**config.mk**
```make
export PLATFORM = sky130hd
export DESIGN_NAME = program_loader
export DESIGN_NICKNAME = d
export VERILOG_FILES = /design/src/rtl/loader_pkg.sv /design/src/rtl/sync_edge.sv /design/src/rtl/program_loader.sv
export SDC_FILE = /design/constraint.sdc
export NUM_CORES = 1
export LEC_CHECK = 0
export CAP_MARGIN = 20
export CORE_MARGIN = 1.5
export CORE_UTILIZATION = 26
export CTS_BUF_LIST = sky130_fd_sc_hd__clkbuf_4
export DETAILED_ROUTE_END_ITERATION = 16
export DONT_BUFFER_PORTS = 1
export MAX_ROUTING_LAYER = met4
export SLEW_MARGIN = 20
export SYNTH_ARGS = -nofsm -noshare
export SYNTH_HDL_FRONTEND = slang
export SYNTH_SLANG_ARGS = --single-unit
```
**constraint.sdc**
```tcl
create_clock -name clk -period 2.2 [get_ports clk]
set_input_delay 0.55 -clock clk [delete_from_list [all_inputs] [get_ports clk]]
set_output_delay 0.55 -clock clk [all_outputs]
set_load 0.005 [all_outputs]
```
**src/rtl/loader_pkg.sv**
```systemverilog
// Shared types and defaults for the program loader.
// Holds the FSM state encoding and the default image size.
package loader_pkg;

   // Default number of program bytes written per load.
   localparam int RAM_BYTES_DEF = 16;

   // Default depth of the pin synchronizers.
   localparam int SYNC_STAGES_DEF = 2;

   // Loader FSM states.
   typedef enum logic [2:0] {
      S_IDLE,
      S_WAIT_BYTE,
      S_WRITE,
      S_ACK,
      S_DONE
   } state_e;

   // Address width for a RAM of the given size (at least one bit).
   function automatic int addr_width(input int bytes);
      return (bytes > 1) ? $clog2(bytes) : 1;
   endfunction

endpackage

```
**src/rtl/sync_edge.sv**
```systemverilog
// Multi-flop synchronizer for an asynchronous pin,
// with a single-cycle rising-edge pulse on the synchronized level.
module sync_edge #(
   parameter int STAGES = 2
) (
   input  logic clk,
   input  logic rst,
   input  logic d_i,
   output logic q_o,
   output logic rise_o
);

   logic [STAGES-1:0] sync_q;
   logic [STAGES-1:0] sync_d;
   logic              prev_q;

   // Shift the pin into the chain; bit 0 is the first sampling flop.
   always_comb begin
      sync_d    = sync_q << 1;
      sync_d[0] = d_i;
   end

   // Synchronizer chain plus the delayed copy used for edge detect.
   always_ff @(posedge clk) begin
      if (rst) begin
         sync_q <= '0;
         prev_q <= 1'b0;
      end else begin
         sync_q <= sync_d;
         prev_q <= sync_q[STAGES-1];
      end
   end

   assign q_o    = sync_q[STAGES-1];
   assign rise_o = sync_q[STAGES-1] & ~prev_q;

endmodule

```
**src/rtl/program_loader.sv**
```systemverilog
// Serial program loader: takes bytes from a host handshake,
// writes them to RAM and holds the CPU in reset meanwhile.
module program_loader
   import loader_pkg::*;
#(
   parameter int RAM_BYTES   = RAM_BYTES_DEF,
   parameter int SYNC_STAGES = SYNC_STAGES_DEF,
   localparam int AW         = addr_width(RAM_BYTES)
) (
   input  logic          clk,
   input  logic          rst,
   input  logic          load_req,
   input  logic          byte_valid,
   input  logic [7:0]    byte_in,
   output logic          byte_ack,
   output logic [AW-1:0] ram_addr,
   output logic [7:0]    ram_data,
   output logic          ram_we,
   output logic          cpu_hold,
   output logic          done,
   output logic          error,
   output logic [7:0]    checksum
);

   localparam logic [AW-1:0] LAST_ADDR = AW'(RAM_BYTES - 1);

   state_e        state_q, state_d;
   logic [AW-1:0] addr_q, addr_d;
   logic [7:0]    data_q, data_d;
   logic [7:0]    csum_q, csum_d;
   logic          err_q, err_d;

   logic lreq_s;
   logic lreq_rise_unused;
   logic bval_s;
   logic bval_rise;

   sync_edge #(
      .STAGES (SYNC_STAGES)
   ) u_sync_lreq (
      .clk    (clk),
      .rst    (rst),
      .d_i    (load_req),
      .q_o    (lreq_s),
      .rise_o (lreq_rise_unused)
   );

   sync_edge #(
      .STAGES (SYNC_STAGES)
   ) u_sync_bval (
      .clk    (clk),
      .rst    (rst),
      .d_i    (byte_valid),
      .q_o    (bval_s),
      .rise_o (bval_rise)
   );

   // Next-state logic; a dropped load request always wins as an abort.
   always_comb begin
      state_d = state_q;
      addr_d  = addr_q;
      data_d  = data_q;
      csum_d  = csum_q;
      err_d   = err_q;
      unique case (state_q)
         S_IDLE: begin
            if (lreq_s) begin
               state_d = S_WAIT_BYTE;
               addr_d  = '0;
               csum_d  = '0;
               err_d   = 1'b0;
            end
         end
         S_WAIT_BYTE: begin
            if (!lreq_s) begin
               state_d = S_IDLE;
               err_d   = 1'b1;
            end else if (bval_rise) begin
               state_d = S_WRITE;
               data_d  = byte_in;
            end
         end
         S_WRITE: begin
            csum_d = csum_q + data_q;
            if (!lreq_s) begin
               state_d = S_IDLE;
               err_d   = 1'b1;
            end else begin
               state_d = S_ACK;
            end
         end
         S_ACK: begin
            if (!lreq_s) begin
               state_d = S_IDLE;
               err_d   = 1'b1;
            end else if (!bval_s) begin
               if (addr_q == LAST_ADDR) begin
                  state_d = S_DONE;
               end else begin
                  state_d = S_WAIT_BYTE;
                  addr_d  = addr_q + AW'(1);
               end
            end
         end
         S_DONE: begin
            if (!lreq_s) begin
               state_d = S_IDLE;
            end
         end
         default: begin
            state_d = S_IDLE;
         end
      endcase
   end

   // State and datapath registers with synchronous reset.
   always_ff @(posedge clk) begin
      if (rst) begin
         state_q <= S_IDLE;
         addr_q  <= '0;
         data_q  <= '0;
         csum_q  <= '0;
         err_q   <= 1'b0;
      end else begin
         state_q <= state_d;
         addr_q  <= addr_d;
         data_q  <= data_d;
         csum_q  <= csum_d;
         err_q   <= err_d;
      end
   end

   assign ram_we   = (state_q == S_WRITE);
   assign byte_ack = (state_q == S_ACK);
   assign cpu_hold = (state_q == S_WAIT_BYTE) ||
                     (state_q == S_WRITE) ||
                     (state_q == S_ACK);
   assign done     = (state_q == S_DONE);
   assign ram_addr = addr_q;
   assign ram_data = data_q;
   assign error    = err_q;
   assign checksum = csum_q;

endmodule

```
==> run metrics <==
Clock Pin Slew Worst Setup and Hold Paths 110 ps; total track usage 11.8%; slack of the critical path 261 ps; dpl ws 364 ps; CP Launch Type flip-flop; minimum clock period 1940 ps; Net Count, Synth 182; Rows 26; Vias 1139; HP Start rst; final hold vios 0; Max IR drop VDD 161 µV; DRT iter0 DRCs 59; ys async rst share 0%; Post-Synth Simple-Gate Area 18.7%; leading area contributor after synthesis dfxtp_1; Power Dens Cells 563 nW/µm²; setup bufs post-CTS 0; Worst path slowest cell dfxtp_1; flops & latches, synth 29; layout cells sized above 1 8.54%; crit end category output pin; Synth Area in Adders 8.36%; RSZ-0062 raised after global routing no; largest family of logic cells by synthesized area compound AO/OA/AOI/OAI gates; worst slew pin tran 615 ps; clock root buffer clkbuf_4; IO Count 37; Post-synth top flop dfxtp_1; EDFF count, synth 0; XOR/XNOR Fraction of Synth Area 4.26%; worst r2r src checksum[3]; Port Buffers 0; placed cell count 226; status finished clean; global route overflow 0; Power Total 0.876 mW; Post-Syn Area 1440 µm²; Clock Latency Late Sink 330 ps; HPWL after DPL 2.36 mm; initial antenna violation count 0; Max Cap Viol 0; Layout area overhead 8.27%; Die W 77.4 µm; ANT cells 0; WP data arrival 1390 ps; worst path buffer plus inverter count 1; Slew Viols, Final 0; Crit. Startpoint state_q[1]; area occupied by multi-input gates 803 µm²; clk buf depth 2; Leak 0.576 nW; storage element area 581 µm²; final period utilization 88.1%; DR pass1 iterations 4; multiplexer area fraction after synthesis 5.57%; Die H 77.4 µm; clk sink count 29; final setup skew 14.8 ps; global-route wire length before repair 5.26 mm; Distinct cells, synth 39; area of placed instances 1500 µm²; Filler Cell Count 564; worst setup path class reg -> out; Fmax 0.516 GHz; top post-synthesis cells by area dfxtp_1 40%, ha_1 7.0%, mux2i_1 5.6%; Sum Neg Setup Slack 0 ps; Synth Area in Compound Gates 19.0%; Wirelength per Cell 14.0 µm; post-synthesis sequential area ratio 40.4%; die area 5980 µm²; most frequent cell after synthesis dfxtp_1; Max Fanout on Critical Path 12; post-route core utilization 29.9%; largest net degree at the start of global routing 29; Post-Synthesis Cells 161; final setup violation count 0; total CTS buffers 5; Starting Density 27.6%; worst hold path type in -> reg; synthesized area per cell 8.93 µm²; slew margin rel. 58.6%; RePlAce Congestion 0.821; share of the synthesized area in the top cell type 40.4%; yosys warns 0; antenna viol nets, final 0; vias in the first global route 1111; Worst EP required 1650 ps; final-stage net count 184; Post-CTS Resized 0; post-route cell area 1560 µm²; H-tree levels 2; CTS tree done; Crit path max-delay family flip-flops; DRC Markers 0; vias per cell 4.87; DRT Wirelength 3.29 mm; final instance count without filler cells 234; critical path cell sequence nor3b_4 -> buf_4; crit-path max cell delay 560 ps; top cells by count, synth 29 x dfxtp_1, 21 x nor2_1, 15 x o21ai_0; Hold Buf Count CTS 0; core area 5200 µm²; Min Hold Slack 281 ps
## final cells by class
type                            instances  share of cell area [%]
Sequential cell                        29                    37.3
Timing Repair Buffer                    2                   0.965
Multi-Input combinational cell        121                    51.6
Tap cell                               70                    5.63
Clock inverter                          3                    1.13
Clock buffer                            5                    2.41
Inverter                                4                   0.965
## metal layers
layer  vias to the layer above  GRT usage, %  share of wire (%)
met5                         -             -                  0
met4                         0          4.73               0.76
met3                         2          5.76                8.9
met2                        35          17.3                 43
met1                       520          13.7                 47
li1                        582             -                  -
## cells in the final DEF, fill, tap and decap left out, types with 5 or more instances in the layout
cell / count
dfxtp_1: 29
mux2i_1: 8
nor2_1: 21
a21oi_1: 11
clkbuf_4: 5
ha_1: 8
nand2_1: 9
a22oi_1: 5
o21ai_0: 15
nand3_1: 5
## state kept, by name, indices dropped and copies added (netlist names)
register / count
state_q: 3
checksum: 8
ram_data: 8
error: 1
u_sync_lreq.sync_q: 2
u_sync_bval.prev_q: 1
ram_addr: 4
u_sync_bval.sync_q: 2
## power breakdown
part           internal [mW]  switching [mW]
Sequential             0.530         0.00475
Clock                  0.120           0.203
Combinational        0.00871         0.00931
Total                  0.659           0.217
## final timing paths
path                                              end  slack [ps]  depth (start not counted)
worst min register to register  u_sync_bval.sync_q[1]         450                          1
worst max-delay path                           ram_we         260                          2
worst min-delay path                      ram_data[3]         280                          1
worst max register to register            checksum[7]         300                          6
## kinds of logic (layout without fill, tap and decap cells)
kind of cell	after synthesis	count (layout)
AO/OA/AOI/OAI	45	45
XOR/XNOR	7	7
adder cells (fa/ha/maj)	9	9
buffers and inverters	11	14
flip-flops	29	29
multiplexers	8	8
AND/OR/NAND/NOR	52	52
Note: power is estimated with default switching activity, not from simulation.
